## config.mk

```make
export PLATFORM = sky130hd
export DESIGN_NAME = cpu_bus_bridge
export DESIGN_NICKNAME = d
export VERILOG_FILES = /design/src/rtl/cpu_bus_pkg.sv /design/src/rtl/bus_timeout_ctr.sv /design/src/rtl/cpu_bus_bridge.sv
export SDC_FILE = /design/constraint.sdc
export NUM_CORES = 1
export LEC_CHECK = 0
export CAP_MARGIN = 20
export CORE_ASPECT_RATIO = 1.5
export CORE_UTILIZATION = 35
export CTS_CLUSTER_DIAMETER = 200
export DETAILED_ROUTE_END_ITERATION = 6
export HOLD_SLACK_MARGIN = 0.02
export PLACE_DENSITY = 0.61
export SLEW_MARGIN = 20
export SYNTH_ARGS = -nofsm -noshare
export SYNTH_HDL_FRONTEND = slang
export SYNTH_SLANG_ARGS = --single-unit
```

## constraint.sdc

```tcl
create_clock -name clk -period 4 [get_ports clk]
set_input_delay 0.4 -clock clk [delete_from_list [all_inputs] [get_ports clk]]
set_output_delay 0.4 -clock clk [all_outputs]
set_load 0.05 [all_outputs]
```

## src/rtl/cpu_bus_pkg.sv

```systemverilog
// Shared types and constants for the 8086 minimum-mode bus bridge.
package cpu_bus_pkg;

  // Bus-cycle tracking states of the bridge
  typedef enum logic [2:0] {
    IDLE = 3'd0,
    ADDR = 3'd1,
    REQ  = 3'd2,
    HOLD = 3'd3,
    DONE = 3'd4
  } bus_state_t;

  // Both byte lanes disabled: an impossible transfer on the 8086 bus
  localparam logic [1:0]  BE_NONE     = 2'b00;
  // Read data returned to the CPU when the target never answers
  localparam logic [15:0] RD_ERR_DATA = 16'hFFFF;

  // Word address A19:1; the I/O space has no A19:16, so those bits read as zero
  function automatic logic [18:0] word_addr(input logic       is_mem,
                                            input logic [3:0]  a_hi,
                                            input logic [15:0] a_lo);
    return {(is_mem ? a_hi : 4'h0), a_lo[15:1]};
  endfunction

  // Byte lanes {high, low}: high lane from BHE#, low lane when the address is even
  function automatic logic [1:0] byte_en(input logic bhe_n, input logic a0);
    return {~bhe_n, ~a0};
  endfunction

endpackage

```

## src/rtl/bus_timeout_ctr.sv

```systemverilog
// Down-counter with load, enable and terminal-count flag.
// The bridge shares one instance between the target timeout and the READY hold-off.
module bus_timeout_ctr #(
  parameter int W = 16
) (
  input  logic         clk,
  input  logic         reset,
  input  logic         i_load,
  input  logic [W-1:0] i_load_val,
  input  logic         i_en,
  output logic         o_tc
);

  logic [W-1:0] r_cnt;

  // Load has priority; counting stops at zero
  always_ff @(posedge clk) begin
    if (reset) begin
      r_cnt <= '0;
    end else if (i_load) begin
      r_cnt <= i_load_val;
    end else if (i_en && (r_cnt != '0)) begin
      r_cnt <= r_cnt - W'(1);
    end
  end

  assign o_tc = (r_cnt == '0);

endmodule

```

## src/rtl/cpu_bus_bridge.sv

```systemverilog
// Demultiplexes the minimum-mode 8086 bus into a single-request target port
// and returns read data and READY to the CPU. All outputs are registered.
module cpu_bus_bridge
  import cpu_bus_pkg::*;
#(
  parameter int unsigned TIMEOUT_CYCLES = 255,
  parameter int unsigned MIN_WAIT       = 0
) (
  input  logic        clk,
  input  logic        reset,
  input  logic        ale,
  input  logic        m_ioN,
  input  logic        rdN,
  input  logic        wrN,
  input  logic        bheN,
  input  logic        denN,
  input  logic        dt_rN,
  input  logic [3:0]  asbus,
  input  logic [15:0] adbus_in,
  output logic [15:0] adbus_out,
  output logic        adbus_oe,
  output logic        ready,
  output logic        tgt_req,
  output logic        tgt_io,
  output logic        tgt_we,
  output logic [18:0] tgt_addr,
  output logic [1:0]  tgt_be,
  output logic [15:0] tgt_wdata,
  input  logic [15:0] tgt_rdata,
  input  logic        tgt_ack,
  output logic        bus_err
);

  // Counter preloads: REQ lasts at most TIMEOUT_CYCLES, HOLD lasts MIN_WAIT+1 cycles
  localparam logic [15:0] W_TO_LOAD = 16'(TIMEOUT_CYCLES - 1);
  localparam logic [15:0] W_MW_LOAD = 16'(MIN_WAIT);

  bus_state_t  r_state, w_state_nxt;
  logic        r_ready, w_ready_nxt;
  logic        r_req,   w_req_nxt;
  logic        r_io,    w_io_nxt;
  logic        r_we,    w_we_nxt;
  logic [18:0] r_addr,  w_addr_nxt;
  logic [1:0]  r_be,    w_be_nxt;
  logic [15:0] r_wdata, w_wdata_nxt;
  logic [15:0] r_out,   w_out_nxt;
  logic        r_oe,    w_oe_nxt;
  logic        r_err,   w_err_nxt;
  logic [15:0] r_hold,  w_hold_nxt;
  logic        r_pend,  w_pend_nxt;
  logic        w_latch;
  logic        w_cnt_load;
  logic [15:0] w_cnt_val;
  logic        w_cnt_en;
  logic        w_cnt_tc;

  bus_timeout_ctr #(.W(16)) u_ctr (
    .clk        (clk),
    .reset      (reset),
    .i_load     (w_cnt_load),
    .i_load_val (w_cnt_val),
    .i_en       (w_cnt_en),
    .o_tc       (w_cnt_tc)
  );

  // Next-state and next-output decode for the bus-cycle tracker
  always_comb begin
    w_state_nxt = r_state;
    w_ready_nxt = r_ready;
    w_req_nxt   = r_req;
    w_io_nxt    = r_io;
    w_we_nxt    = r_we;
    w_addr_nxt  = r_addr;
    w_be_nxt    = r_be;
    w_wdata_nxt = r_wdata;
    w_out_nxt   = r_out;
    w_oe_nxt    = 1'b0;
    w_err_nxt   = 1'b0;
    w_hold_nxt  = r_hold;
    w_pend_nxt  = r_pend;
    w_latch     = 1'b0;
    w_cnt_load  = 1'b0;
    w_cnt_val   = '0;
    w_cnt_en    = 1'b0;

    if (ale && (r_state != IDLE)) begin
      // A new ALE mid-cycle kills the current cycle; its address is kept so the
      // IDLE pass on the next clock starts the new cycle even if ALE has dropped.
      w_latch     = 1'b1;
      w_req_nxt   = 1'b0;
      w_ready_nxt = 1'b1;
      w_err_nxt   = 1'b1;
      w_pend_nxt  = 1'b1;
      w_state_nxt = IDLE;
    end else begin
      case (r_state)
        IDLE: begin
          w_pend_nxt = 1'b0;
          if (ale) begin
            w_latch     = 1'b1;
            w_ready_nxt = 1'b0;
            w_state_nxt = ADDR;
          end else if (r_pend) begin
            w_ready_nxt = 1'b0;
            w_state_nxt = ADDR;
          end
        end
        ADDR: begin
          if (!rdN || !wrN) begin
            // Read wins when both strobes are low
            w_we_nxt = rdN;
            if (r_be == BE_NONE) begin
              w_err_nxt   = 1'b1;
              w_ready_nxt = 1'b1;
              w_hold_nxt  = RD_ERR_DATA;
              w_state_nxt = DONE;
            end else begin
              if (rdN) w_wdata_nxt = adbus_in;
              if (!rdN && !wrN) w_err_nxt = 1'b1;
              w_req_nxt   = 1'b1;
              w_cnt_load  = 1'b1;
              w_cnt_val   = W_TO_LOAD;
              w_state_nxt = REQ;
            end
          end
        end
        REQ: begin
          if (tgt_ack) begin
            w_req_nxt   = 1'b0;
            if (!r_we) w_hold_nxt = tgt_rdata;
            w_cnt_load  = 1'b1;
            w_cnt_val   = W_MW_LOAD;
            w_state_nxt = HOLD;
          end else if (w_cnt_tc) begin
            w_req_nxt   = 1'b0;
            w_hold_nxt  = RD_ERR_DATA;
            w_err_nxt   = 1'b1;
            w_cnt_load  = 1'b1;
            w_cnt_val   = W_MW_LOAD;
            w_state_nxt = HOLD;
          end else begin
            w_cnt_en = 1'b1;
          end
        end
        HOLD: begin
          if (w_cnt_tc) begin
            w_ready_nxt = 1'b1;
            w_state_nxt = DONE;
          end else begin
            w_cnt_en = 1'b1;
          end
        end
        DONE: begin
          w_out_nxt = r_hold;
          if (rdN && wrN) begin
            w_state_nxt = IDLE;
          end else begin
            w_oe_nxt = ~r_we & ~rdN & ~denN & ~dt_rN;
          end
        end
        default: begin
          w_state_nxt = IDLE;
        end
      endcase
    end

    if (w_latch) begin
      w_io_nxt   = ~m_ioN;
      w_addr_nxt = word_addr(m_ioN, asbus, adbus_in);
      w_be_nxt   = byte_en(bheN, adbus_in[0]);
    end
  end

  // State and output registers; reset returns every output to its idle value
  always_ff @(posedge clk) begin
    if (reset) begin
      r_state <= IDLE;
      r_ready <= 1'b1;
      r_req   <= 1'b0;
      r_io    <= 1'b0;
      r_we    <= 1'b0;
      r_addr  <= '0;
      r_be    <= '0;
      r_wdata <= '0;
      r_out   <= '0;
      r_oe    <= 1'b0;
      r_err   <= 1'b0;
      r_hold  <= '0;
      r_pend  <= 1'b0;
    end else begin
      r_state <= w_state_nxt;
      r_ready <= w_ready_nxt;
      r_req   <= w_req_nxt;
      r_io    <= w_io_nxt;
      r_we    <= w_we_nxt;
      r_addr  <= w_addr_nxt;
      r_be    <= w_be_nxt;
      r_wdata <= w_wdata_nxt;
      r_out   <= w_out_nxt;
      r_oe    <= w_oe_nxt;
      r_err   <= w_err_nxt;
      r_hold  <= w_hold_nxt;
      r_pend  <= w_pend_nxt;
    end
  end

  assign ready     = r_ready;
  assign tgt_req   = r_req;
  assign tgt_io    = r_io;
  assign tgt_we    = r_we;
  assign tgt_addr  = r_addr;
  assign tgt_be    = r_be;
  assign tgt_wdata = r_wdata;
  assign adbus_out = r_out;
  assign adbus_oe  = r_oe;
  assign bus_err   = r_err;

endmodule

```

Yosys cells after proc, flatten, opt, wreduce, memory -nomap -nowiden
Cells that the tools add are included.
- register bits after elaboration: 95
- input port bits: 46
- output and inout port bits: 59
- logic and storage cells: 119
- add/subtract/negate cells: 1
- equal/unequal tests: 12
- mux-type cells: 54
- bitwise logic cells: 13
- reductions and logical operators: 25
- operators by type and width (kind ; number):
    $mux W16 ; 7
    $mux W8 ; 4
    $pmux W16 S2 ; 1
    $mux W1 ; 27
    $mux W3 ; 8
    $logic_not A16 Y1 ; 1
    $reduce_bool A16 Y1 ; 1
    $sub A16 B1 Y16 const B ; 1
    $pmux W3 S5 ; 1
    $reduce_and A5 Y1 ; 3
    $not A1 Y1 ; 10
    $ne A2 B2 Y1 const B ; 4
    $pmux W1 S2 ; 4
    $eq A3 B2 Y1 const B ; 2
    $ne A3 B3 Y1 const B ; 2
    $reduce_and A6 Y1 ; 1
    $reduce_bool A2 Y1 ; 3
    $reduce_bool A3 Y1 ; 2
    $logic_and A1 B1 Y1 ; 4
    $mux W4 ; 1
    $reduce_and A4 Y1 ; 1
    $reduce_or A4 Y1 ; 1
    $and A1 B1 Y1 ; 3
    $eq A3 B1 Y1 const B ; 1
    other kinds (11) ; 12

Logic depth before layout (Yosys ltp)
- depth after elaboration: 8
- depth in mapped cells: 8
- mapped depth without buffers: 6

Hierarchy
Synthesis repeated with hierarchy kept, for this count alone.
- cell total of the unflattened synthesis: 464
- area, all modules: 4005.1 um^2
- by module, submodules not included (module ; times used ; cells an instance ; area each (um^2) ; sequential area each (um^2)):
    cpu_bus_bridge ; 1 ; 350 ; 3060.4 ; 1581.5
    bus_timeout_ctr ; 1 ; 114 ; 944.7 ; 320.3

Worst setup path before layout
OpenSTA, ideal clock, no wires.
- path type: reg-to-reg
- start point: register r_be[1], in the netlist tgt_be[1]
- end point: register u_ctr.r_cnt[3]
- setup time: 0.135 ns
- arrival time: 1.806 ns
- data required time: 3.865 ns
- path slack: 2.059 ns
- stages on the path, launching flop included: 6
- buffers on the path: 0
- clock period less this slack: 1.941 ns
- path through: dfxtp_1 o21bai_1 nor3_1 o21ai_1 o31ai_1 nor4_1
- cells in the longest elaborated chain, start to end: 6
- elaborated cells between the ends (all ways): 11
- those cells by class: mux (9); reduce/logical (2)
- RTL lines (element ; RTL line ; source):
    from (decl) ; cpu_bus_bridge.sv:44 ; logic [1:0] r_be, w_be_nxt;
    from (signal assigned) ; cpu_bus_bridge.sv:197 ; r_be <= w_be_nxt;
    $logic_not A2 Y1 * ; cpu_bus_bridge.sv:112 ; if (r_be == BE_NONE) begin
    $mux W1 / $mux W8 (equally long branches) ; cpu_bus_bridge.sv:112 ;
    $mux W1 / $mux W8 (equally long branches) ; cpu_bus_bridge.sv:109 ; if (!rdN || !wrN) begin
    $pmux W1 S2 / $mux W8 (equally long branches) ; -- ;
    $mux W1 / $mux W8 (equally long branches) ; cpu_bus_bridge.sv:86 ; if (ale && (r_state != IDLE)) begin
    $mux W16 / $reduce_bool A2 Y1 (equally long branches) ; -- ;
    to (signal assigned) ; bus_timeout_ctr.sv:21 ; r_cnt <= i_load_val;
    to (signal assigned) ; bus_timeout_ctr.sv:23 ; r_cnt <= r_cnt - W'(1);
    to (decl) ; bus_timeout_ctr.sv:14 ; logic [W-1:0] r_cnt;
Mark *: on every way between the ends. The rest lies on a longest branch, timed or not.
A chain may end at the register's enable or synchronous reset.

Worst setup path after layout
- start point: input port rdN
- end point: register r_wdata[5], in the netlist tgt_wdata[5]
- cells in the longest elaborated chain, start to end: 3
- RTL lines (element ; RTL line ; source):
    from (decl) ; cpu_bus_bridge.sv:13 ; input logic rdN,
    $logic_not A1 Y1 ; cpu_bus_bridge.sv:109 ;
    $logic_or A1 B1 Y1 ; cpu_bus_bridge.sv:109 ;
    $reduce_and A5 Y1 (no source line) * ; -- ;
    to (signal assigned) ; cpu_bus_bridge.sv:198 ; r_wdata <= w_wdata_nxt;
    to (decl) ; cpu_bus_bridge.sv:45 ; logic [15:0] r_wdata, w_wdata_nxt;
Marks and branches as above.

==> qor.csv <==
metric;value;unit
status;finished, final reports clean;
Die Y;134;um
CP endpoint;tgt_wdata[5];
R2R setup slack;1660;ps
initial DRC count;185;
share of cells above drive strength 1;5.23;%
Die Wd;89.9;um
CTS H-tree lvls;3;
DP HPWL;7900;um
Max FO, Critical Path;16;
root buffer cell;clkbuf_16;
nets;617;
DR vias/cell;5.09;
Comb power frac;18.7;%
Yosys cell types;57;
critical path class;input pin to flop;
cts hold-fix bufs;0;
drt first pass iters;4;
Critical Path End Type;flop;
CTS Buf Count;9;
Hold Crit Class;flop to flop;
Stages on worst setup path;6;
synthesized flop and latch total;95;
syn_nets;528;
switching power total;0.696;mW
Pint;1.76;mW
Worst Slack Setup Final;1630;ps
hold path depth;2;
final WL;11000;um
clk slew on worst S/H paths;60;ps
Core Box Area;0.0112;mm2
final period utilization;59.2;%
sequential area share after synthesis;46.9;%
via count;3668;
Port Buffer Count;104;
endpoints failing setup;0;
largest net degree at the start of global routing;42;
CP startpoint;rdN;
Overall Global Routing Usage;18.6;%
initial antenna violation count;0;
num rows;47;
CP most frequent cell;and2_1;
worst slack, placed;1270;ps
number of remaining DRC errors;0;
Max Cap Viol;0;
Area Overhead vs Synth;35.2;%
post-DR wirelength/cell;15.3;um
first-pass GRT wire length;18000;um
CTS tree;built;
WP buf/inv;1;
initial core utilization;36.3;%
Top Family by Delay on Critical Path;simple AND/OR/NAND/NOR gates;
worst-skew pair later-pin latency;340;ps
crit-path cells;clkdlybuf4s50_1 > and2_1 > nor4_4 > and2_1 > nand2_1 > a21oi_1;
CTS sink cnt;95;
CP required;4260;ps
Async S/R FF share, synth;0;%
fin crit period;2370;ps
RSZ-0062 raised after global routing;no;
reg2reg end;tgt_wdata[5];
CP Launch Type;input pin;
fmax;423;MHz
Yosys Warn Count;0;
ant diodes;0;
# IOs;105;
CP peak stage delay;610;ps
crit path DAT;2630;ps
Main synth FF type;dfxtp_1;
postcts setup bufs;0;
Worst Skew;5.94;ps
mean post-synth cell area;8.45;um2
vias in the first global route;3660;
Post-synth EDFFs;0;
Fin Setup TNS;0;ps
Synth Cell Area;0.00405;mm2
Syn Inst Count;480;
Antenna Nets Post-Route;0;
Clock power frac;38.7;%
slew of the pin with the lowest slew margin;774;ps
Max Root-Sink Buffers;2;
DIE AREA;0.0120;mm2
Worst IR Drop VDD;237;uV
Worst path slowest cell;and2_1;
Final Hold Vio Count;0;
reg2reg start;r_state[0];
gpl congestion;0.874;
Leakage;2.04;nW
Worst slew margin;48.4;%
global route overflow;0;
Flop pwr share;42.6;%
hold_ws;449;ps
Final Total Pwr;2.45;mW
post-CTS sizing;0;
Net Sw Frac;28.4;%
Reg2Reg Depth;5;
Slew Limit Fails;0;
PwrDens;447;mW/mm2
worst register-to-register path, stage by stage, from the launching register on:
cell	delay [ps]
dfxtp_1	630
nand2b_1	220
nor4_4	530
and2_1	610
nand2_1	130
a21oi_1	150
per-layer routing:
layer	vias up	share of wire (%)	GRT usage (%)	wire length [um]
li1	1842	-	-	-
met1	1705	42	21.5	4680
met2	106	49	32.4	5430
met3	15	6.5	5.33	720
met4	0	1.7	7.17	188
met5	-	0	0	0
registers in the layout, summed over array words and instances (netlist names), 2 cells and up:
name and cells:
tgt_wdata 16, adbus_out 16, u_ctr.r_cnt 16, tgt_addr 19, r_state 3, tgt_be 2
r_hold 16
metrics by stage:
| stage | instances | instance area [um2] | util (%) |
|---|---|---|---|
| floorplan | 480 | 4050 | - |
| global placement | 705 | 5150 | 46.1 |
| detailed placement | 705 | 5150 | 46.1 |
| CTS | 721 | 5480 | 49.1 |
| global route | 721 | 5480 | 49.1 |
| finish | 721 | 5480 | 49.1 |
final cells by class:
class	count	area (um2)
Tap cell	147	184
Sequential cell	95	1900
Fill cell	1108	5690
Clock inverter	4	76.3
Multi-Input combinational cell	334	1930
Timing Repair Buffer	106	1050
Inverter	23	86.3
Clock buffer	12	256
synth_stat cells, drive strengths merged, types with 3 or more instances:
| master | instances | share of area, % |
|---|---|---|
| a211oi | 12 | 2.2 |
| a21oi | 63 | 7.9 |
| and2 | 5 | 0.77 |
| and3 | 4 | 0.62 |
| buf | 15 | 2.3 |
| clkbuf | 13 | 1.2 |
| dfxtp | 95 | 47 |
| inv | 22 | 2.0 |
| mux2i | 16 | 4.0 |
| nand2 | 84 | 7.8 |
| nand2b | 4 | 0.62 |
| nand3 | 11 | 1.4 |
| nand4 | 6 | 0.93 |
| nor2 | 43 | 4.2 |
| nor3 | 8 | 1.1 |
| nor4 | 11 | 2.6 |
| o21a | 18 | 3.3 |
| o21ai | 6 | 0.93 |
| o311a | 3 | 0.77 |
| o31ai | 4 | 0.74 |
| o41ai | 4 | 0.86 |
| xnor2 | 3 | 0.65 |
cells by family (layout without fill, tap and decap cells):
kind of cell	Yosys count	in the layout	synth area share (%)
compound gates	124	124	19.8
xor+xnor	5	5	1.08
fa+ha+maj	2	2	0.617
buf+inv	51	145	5.59
flops	95	95	46.9
mux	16	16	3.95
simple gates	187	187	22.1
power by group through the flow:
stage / clock, mW / combinational (mW) / sequential, mW
global route: 1.02 / 0.495 / 1.05
floorplan: 0 / 0.254 / 1.12
detailed placement: 0 / 0.457 / 1.07
global placement: 0 / 0.453 / 1.06
CTS: 0.970 / 0.459 / 1.04
finish: 0.949 / 0.458 / 1.05
placed cells by master, fill, tap and decap left out, types with 3 or more instances in the layout:
master,count
a211oi_1,12
nand4_1,6
o31ai_1,4
nor3_1,7
clkbuf_16,9
nor4_1,8
o41ai_1,4
nor2_1,42
nand2_1,83
o21a_1,18
nand2b_1,4
xnor2_1,3
inv_1,22
and3_1,4
mux2i_1,16
and2_1,5
nand3_1,11
a21oi_1,62
dfxtp_1,95
clkdlybuf4s50_1,103
how the worst min path moves through the flow:
stage / start / end
floorplan: r_hold[0] / adbus_out[0]
global placement: r_hold[11] / adbus_out[11]
detailed placement: r_hold[6] / adbus_out[6]
CTS: r_hold[6] / adbus_out[6]
global route: r_hold[11] / adbus_out[11]
finish: r_hold[6] / adbus_out[6]
No activity file was read; power rests on OpenSTA's default activity.
